===== config.mk =====
export PLATFORM = sky130hd
export DESIGN_NAME = apu_core
export DESIGN_NICKNAME = d
export VERILOG_FILES = /design/src/rtl/apu_pkg.sv /design/src/rtl/apu_alu.sv /design/src/rtl/apu_core.sv
export SDC_FILE = /design/constraint.sdc
export NUM_CORES = 1
export LEC_CHECK = 0
export CAP_MARGIN = 20
export CORE_ASPECT_RATIO = 1.25
export CORE_UTILIZATION = 65
export DETAILED_ROUTE_END_ITERATION = 8
export GPL_TIMING_DRIVEN = 0
export PLACE_DENSITY = 0.85
export SYNTH_ARGS = -nofsm -noshare
export SYNTH_HDL_FRONTEND = slang
export SYNTH_HIERARCHICAL = 1
export SYNTH_SLANG_ARGS = --single-unit

===== constraint.sdc =====
create_clock -name clk -period 13.95 [get_ports clk]
set_input_delay 4.185 -clock clk [delete_from_list [all_inputs] [get_ports clk]]
set_output_delay 4.185 -clock clk [all_outputs]
set_load 0.02 [all_outputs]

===== src/rtl/apu_pkg.sv =====
// Shared types, instruction field positions and saturation helper for the APU core.
// Optional feature macro: APU_SATURATE_EN (consumed by apu_alu).
package apu_pkg;

    typedef enum logic [3:0] {
        OP_ADD   = 4'h0,
        OP_MUL   = 4'h1,
        OP_LOAD  = 4'h2,
        OP_STORE = 4'h3,
        OP_JMP   = 4'h4,
        OP_BEZ   = 4'h5,
        OP_CMP   = 4'h6,
        OP_SUB   = 4'h7,
        OP_SETI  = 4'h8,
        OP_SAR   = 4'h9,
        OP_HALT  = 4'hF
    } op_t;

    typedef enum logic [1:0] {
        ST_IDLE,
        ST_FETCH,
        ST_EXEC,
        ST_MEM
    } state_t;

    localparam int unsigned OP_MSB  = 15;
    localparam int unsigned OP_LSB  = 12;
    localparam int unsigned RA_MSB  = 11;
    localparam int unsigned RA_LSB  = 8;
    localparam int unsigned RB_MSB  = 7;
    localparam int unsigned RB_LSB  = 4;
    localparam int unsigned IMM_MSB = 7;
    localparam int unsigned IMM_LSB = 0;

    // Clamp a wide signed value into the signed range of a w-bit word.
    function automatic logic signed [63:0] sat_signed(input logic signed [63:0] v,
                                                      input int unsigned w);
        logic signed [63:0] hi;
        logic signed [63:0] lo;
        hi = (64'sd1 <<< (w - 1)) - 64'sd1;
        lo = -(64'sd1 <<< (w - 1));
        if (v > hi)
            return hi;
        else if (v < lo)
            return lo;
        else
            return v;
    endfunction

endpackage


===== src/rtl/apu_alu.sv =====
// Combinational sample ALU: ADD/SUB/MUL (fixed point), SAR, CMP.
// APU_SATURATE_EN selects clamping instead of wrap-around for ADD, SUB and MUL.
module apu_alu
    import apu_pkg::*;
#(
    parameter int unsigned DATA_W    = 16,
    parameter int unsigned FRAC_BITS = 4
) (
    input  op_t               op,
    input  logic [DATA_W-1:0] a,
    input  logic [DATA_W-1:0] b,
    output logic [DATA_W-1:0] result
);

    localparam int unsigned PW = 2 * DATA_W;

    logic signed [PW-1:0] prod;
    logic [4:0]           sh_amt;
    logic [DATA_W-1:0]    add_r;
    logic [DATA_W-1:0]    sub_r;
    logic [DATA_W-1:0]    mul_r;

    assign prod   = PW'($signed(a)) * PW'($signed(b));
    assign sh_amt = (b[4:0] > 5'(DATA_W - 1)) ? 5'(DATA_W - 1) : b[4:0];

`ifdef APU_SATURATE_EN
    logic signed [DATA_W:0] sum;
    logic signed [DATA_W:0] diff;

    assign sum   = $signed({a[DATA_W-1], a}) + $signed({b[DATA_W-1], b});
    assign diff  = $signed({a[DATA_W-1], a}) - $signed({b[DATA_W-1], b});
    assign add_r = DATA_W'(sat_signed(64'(sum), DATA_W));
    assign sub_r = DATA_W'(sat_signed(64'(diff), DATA_W));
    // Saturation is applied to the already-shifted product.
    assign mul_r = DATA_W'(sat_signed(64'(prod >>> FRAC_BITS), DATA_W));
`else
    assign add_r = a + b;
    assign sub_r = a - b;
    assign mul_r = DATA_W'(prod >>> FRAC_BITS);
`endif

    always_comb begin
        result = a;
        case (op)
            OP_ADD:  result = add_r;
            OP_SUB:  result = sub_r;
            OP_MUL:  result = mul_r;
            OP_SAR:  result = DATA_W'($signed(a) >>> sh_amt);
            OP_CMP:  result = (b == '0) ? DATA_W'(1) : '0;
            default: result = a;
        endcase
    end

endmodule


===== src/rtl/apu_core.sv =====
// Multi-cycle APU core: FSM, program counter and register file around apu_alu.
// Build option APU_SATURATE_EN (see apu_alu) enables saturating arithmetic.
module apu_core
    import apu_pkg::*;
#(
    parameter int unsigned DATA_W        = 16,
    parameter int unsigned ADDR_W        = 32,
    parameter int unsigned PC_W          = 8,
    parameter int unsigned NUM_REGS      = 4,
    parameter int unsigned FRAC_BITS     = 4,
    parameter int unsigned PROGRAM_START = 0
) (
    input  logic              clk,
    input  logic              rst,
    input  logic              start,
    input  logic [DATA_W-1:0] dataIn,
    input  logic              dataReady,
    input  logic              writeAcknowledge,
    output logic [ADDR_W-1:0] address,
    output logic [DATA_W-1:0] dataOut,
    output logic              readEnable,
    output logic              writeEnable,
    output logic              halted
);

    state_t            state;
    state_t            state_next;
    logic [PC_W-1:0]   pc;
    logic [15:0]       ir;
    logic [DATA_W-1:0] regs [NUM_REGS];

    op_t               op;
    logic [3:0]        ra_idx;
    logic [3:0]        rb_idx;
    logic [7:0]        imm;
    logic [DATA_W-1:0] ra_val;
    logic [DATA_W-1:0] rb_val;
    logic [DATA_W-1:0] alu_res;
    logic              mem_done;
    logic              wr_en;
    logic [DATA_W-1:0] wr_data;

    assign op     = op_t'(ir[OP_MSB:OP_LSB]);
    assign ra_idx = ir[RA_MSB:RA_LSB];
    assign rb_idx = ir[RB_MSB:RB_LSB];
    assign imm    = ir[IMM_MSB:IMM_LSB];

    // Indices beyond the register file read as zero.
    always_comb begin
        ra_val = '0;
        rb_val = '0;
        for (int unsigned i = 0; i < NUM_REGS; i++) begin
            if (4'(i) == ra_idx) ra_val = regs[i];
            if (4'(i) == rb_idx) rb_val = regs[i];
        end
    end

    apu_alu #(
        .DATA_W    (DATA_W),
        .FRAC_BITS (FRAC_BITS)
    ) u_alu (
        .op     (op),
        .a      (ra_val),
        .b      (rb_val),
        .result (alu_res)
    );

    assign mem_done = ((op == OP_LOAD) && dataReady) || ((op == OP_STORE) && writeAcknowledge);

    always_ff @(posedge clk) begin
        if (rst) state <= ST_IDLE;
        else     state <= state_next;
    end

    always_comb begin
        state_next  = state;
        address     = ADDR_W'(pc);
        dataOut     = rb_val;
        readEnable  = 1'b0;
        writeEnable = 1'b0;
        halted      = 1'b0;
        case (state)
            ST_IDLE: begin
                halted = 1'b1;
                if (start) state_next = ST_FETCH;
            end
            ST_FETCH: begin
                readEnable = 1'b1;
                if (dataReady) state_next = ST_EXEC;
            end
            ST_EXEC: begin
                case (op)
                    OP_LOAD, OP_STORE: state_next = ST_MEM;
                    OP_HALT:           state_next = ST_IDLE;
                    default:           state_next = ST_FETCH;
                endcase
            end
            ST_MEM: begin
                if (op == OP_STORE) begin
                    address     = ADDR_W'(ra_val);
                    writeEnable = 1'b1;
                end else begin
                    address    = ADDR_W'(rb_val);
                    readEnable = 1'b1;
                end
                if (mem_done) state_next = ST_FETCH;
            end
            default: state_next = ST_IDLE;
        endcase
    end

    always_comb begin
        wr_en   = 1'b0;
        wr_data = alu_res;
        if (state == ST_EXEC) begin
            case (op)
                OP_ADD, OP_MUL, OP_SUB, OP_SAR, OP_CMP: wr_en = 1'b1;
                OP_SETI: begin
                    wr_en   = 1'b1;
                    wr_data = DATA_W'(imm);
                end
                default: wr_en = 1'b0;
            endcase
        end else if ((state == ST_MEM) && (op == OP_LOAD) && dataReady) begin
            wr_en   = 1'b1;
            wr_data = dataIn;
        end
    end

    always_ff @(posedge clk) begin
        if (rst) begin
            for (int unsigned i = 0; i < NUM_REGS; i++) regs[i] <= '0;
        end else if (wr_en) begin
            for (int unsigned i = 0; i < NUM_REGS; i++)
                if (4'(i) == ra_idx) regs[i] <= wr_data;
        end
    end

    always_ff @(posedge clk) begin
        if (rst) begin
            pc <= PC_W'(PROGRAM_START);
            ir <= '0;
        end else begin
            case (state)
                ST_IDLE:  if (start) pc <= PC_W'(PROGRAM_START);
                ST_FETCH: if (dataReady) ir <= 16'(dataIn);
                ST_EXEC: begin
                    case (op)
                        OP_LOAD, OP_STORE, OP_HALT: pc <= pc;
                        OP_JMP:  pc <= ra_val[PC_W-1:0];
                        OP_BEZ:  pc <= (ra_val == '0) ? rb_val[PC_W-1:0] : pc + 1'b1;
                        default: pc <= pc + 1'b1;
                    endcase
                end
                ST_MEM:   if (mem_done) pc <= pc + 1'b1;
                default:  pc <= pc;
            endcase
        end
    end

endmodule


==> summary by stage <==
Outcome
The flow ran to the end, and the final reports show no timing, DRC or antenna violations.

Power
Dividing total power by cell area gives a power density of 165 mW/mm^2. The analysis attributes to cell leakage a power of 6.64 nW. The overall power of the completed layout is 2.50 mW. Across the VDD grid, the largest voltage drop is 189 uV.

Logic synthesis
The number of instances in the synthesized netlist is 1663. Of the total synthesized cell area, the portion taken by full adders, half adders and majority gates is 0.273. The area share of xor/xnor cells in the synthesized design is 0.0419. The share of synthesized area in the top cell type comes to 0.196. The number of flops mapped to enable cells by yosys is 64. The most instantiated flip-flop cell in the synthesis netlist is edfxtp_1.

The commonest cells after synthesis are inv_1 (232), nand2_1 (226), nor2_1 (141), fa_1 (137), and2_1 (121). After synthesis, the mean cell area works out to 8.42 sq um. Of all cell types, the one taking the most synthesized area is fa_1.

The library cell with the highest instance count after synthesis is inv_1. The number of warnings printed during yosys synthesis is 6. In this run the cell area of the synthesized design comes to 0.0140 sq mm. By area the synthesized netlist is led by fa_1 (20%), edfxtp_1 (14%), ha_1 (7.7%). Measured against the total synthesized area, the mux share comes to 0.0872. The post-synthesis simple-gate area fraction is 0.213. After synthesis, the largest family of logic cells by area is adder cells.

The post-synthesis sequential area ratio is 0.174. The fraction of registers with async set/reset is 0. The synthesized design contains 90 register bits.

The post-synthesis compound-gate area fraction is 0.109. The count of unique library cells instantiated by Yosys is 78.

STA
The number of endpoints failing setup at the final stage is 0. After routing, the total negative slack on setup checks comes to 0 ns. The count of final hold-check violations is 0.

The worst path needs 9.52 ns of the cycle, external delays included. Measured against its own limit, the worst slew margin works out to 0.206. The transition at the pin with the smallest max-transition slack is 1.19 ns. Between clock sinks in the finished design, the worst skew comes to 0.00925 ns.

Static timing analysis puts the maximum clock frequency at 105 MHz. The final worst-path cycle share is 0.682. Setup repair after global routing left no endpoint under its margin.

The number of pins with negative max-slew slack in the final report is 0.

Setup path
The cell type with the highest occurrence count on the critical path is fa_1. The cell type of the slowest stage on the worst timing path is clkbuf_1. Of all nets on the critical path, the largest fanout is 10. The type of the setup path with the least slack is flip-flop to flip-flop. For this run, the slowest stage of the critical path takes 0.73 ns. For the worst setup path, the data required time is 14.04 ns.

The worst setup path is captured at a flip-flop. STA puts the critical path data arrival time at 9.61 ns. STA classifies the critical path startpoint as a flip-flop.

Floorplan
The die area is 0.0221 sq mm. The initial standard-cell utilization of the core is 0.668. The core region area is 0.0210 sq mm.

The die boundary height is 166 um. The number of ports placed on the die boundary is 72. The overall die width is 133 um. After floorplanning, the core was divided into 59 placement rows.

CTS
The number of resized instances in the post-cts repair step is 0. The CTS tree is built. The post-cts hold buffer count is 0. The buffer count from post-CTS setup fixing is 0.

The buffer levels on the longest clock path is 2. Clock-pin slew was measured on the worst setup and hold paths at 0.07 ns. For the worst-skew pair, the clock arrives at the later sink with an insertion delay of 0.34 ns. Clock tree synthesis found a total of 90 sinks. The buffer type at the clock tree root is clkbuf_16.

CTS built an H-tree with a depth of 3. The total clock buffers created by CTS is 9.

Global route
The first global-routing pass estimated 72.2 mm of wire. Entering global routing, the biggest net connects 17 pins. Across every metal layer, demand over resource in global routing totals 0.435.

The via count of the first global-routing pass was 13120. The initial antenna violation count is 3. The remaining global-route overflow is 0.

Routing
The number of vias after detailed routing is 12900. The first routing iteration left 1215 violations. For this block, the routed nets add up to 46.8 mm of wire. For this run, design rule violations remaining after detail routing come to 0. The detailed-router iteration count before antenna repair is 8. The number of routed nets with antenna violations is 0. Dividing the detail-routed via count by the number of cells gives 6.37. Dividing the detail-routed wire length by the instance count gives 23.1 um.

Worst hold path
The class of the tightest hold or removal check is flip-flop to flip-flop.

Flow run
Max-cap violations in this run came to 0.

Cells and area
The fraction of final layout cells sized beyond drive strength 1 is 0.0664. The area growth from synthesis to layout is 8.68%. The area of the multi-input gates is 0.0102 sq mm. Fill cells in the final layout number 1639. The share of the core filled with cells is 0.726.

The final layout contains 1987 nets. The sequential cells in the finished layout cover a total of 0.00244 sq mm.

Placed design
The number of buffers inserted by port buffering is 54. Summed over all nets, the half-perimeter wirelength after detailed placement is 35.6 mm. The routability congestion estimate is 0.998.
[routing by layer]
metal / up-vias / part of all wire / global-route usage
met2: 874 / 0.48 / 0.721
met3: 263 / 0.11 / 0.0904
met5: - / 0.00030 / 0
met1: 6163 / 0.33 / 0.485
li1: 5598 / - / -
met4: 2 / 0.086 / 0.341
[state kept, by name, indices dropped and copies added, names as in the netlist]
signal  flops
regs       64
ir         16
pc          8
state       2
[cell type report]
type / instances / area share
Antenna cell: 2 / 0.000329
Buffer: 116 / 0.0356
Clock buffer: 9 / 0.0148
Clock inverter: 7 / 0.00296
Inverter: 232 / 0.0572
Multi-Input combinational cell: 1240 / 0.670
Sequential cell: 90 / 0.161
Tap cell: 274 / 0.0225
Timing Repair Buffer: 54 / 0.0355
[cells in the final DEF (no fill, tap or decap), types with 4 or more instances in the layout]
cell and n:
dfxtp_1 26, nor3_1 15, nand4_1 4, buf_2 16, xor2_1 18, conb_1 16, a31oi_1 16, fa_1 137
a221oi_1 11, nand3b_1 5, buf_4 17, a22oi_1 9, nor2_1 141, o21ai_1 10, nand2b_1 14, nand2_1 226
nand3_1 29, xnor2_1 49, nor2b_1 6, ha_1 86, mux2_2 9, and2_1 121, or2_2 7, clkdlybuf4s50_1 54
o31ai_1 4, and3_1 9, mux4_2 35, a211oi_1 8, mux2i_1 33, or3_1 7, o21ai_0 36, o221ai_1 6
inv_1 232, a21o_1 10, a21oi_1 98, edfxtp_1 64, nor4_1 6, o21a_1 7, clkbuf_16 9, clkbuf_1 77
[power by group]
group          total (mW)  internal (mW)  switching (mW)
registers           0.307          0.298         0.00915
logic                1.97          0.777            1.19
clock network       0.227          0.120           0.106
[through the flow]
step	hold slack, ns	setup slack, ns	cell area (sq um)	std cells
floorplan	0.437	6.22	14100	1678
global placement	0.443	4.92	14900	2006
detailed placement	0.454	4.75	14900	2006
CTS	0.463	4.71	15200	2022
global route	0.484	4.08	15200	2022
finish	0.463	4.43	15200	2024
[worst max-delay path: cells and delay by family, from the launching register on]
family	cells	cell delay, ns
buffers and inverters	9	2.85
AOI/OAI and AO/OA	6	1.46
muxes	2	0.45
adders and majority gates	7	3.22
and+or+nand+nor	4	0.83
DFF	1	0.42
[worst paths after layout]
path | start | end | slack, ns | depth (start not counted)
setup / recovery | ir[9] | regs[1][13] | 4.43 | 28
hold / removal | ir[1] | ir[1] | 0.46 | 2
setup reg to reg | ir[9] | regs[1][13] | 4.43 | 28
hold reg to reg | ir[1] | ir[1] | 0.46 | 2
[kinds of logic after synthesis]
kind of cell | Yosys count
buffers and inverters | 348
muxes | 77
AOI/OAI and AO/OA | 243
xor gates and xnor gates | 67
DFF | 90
other | 1
adders and majority gates | 223
and+or+nand+nor | 614
Power figures use the tool's default switching activity.
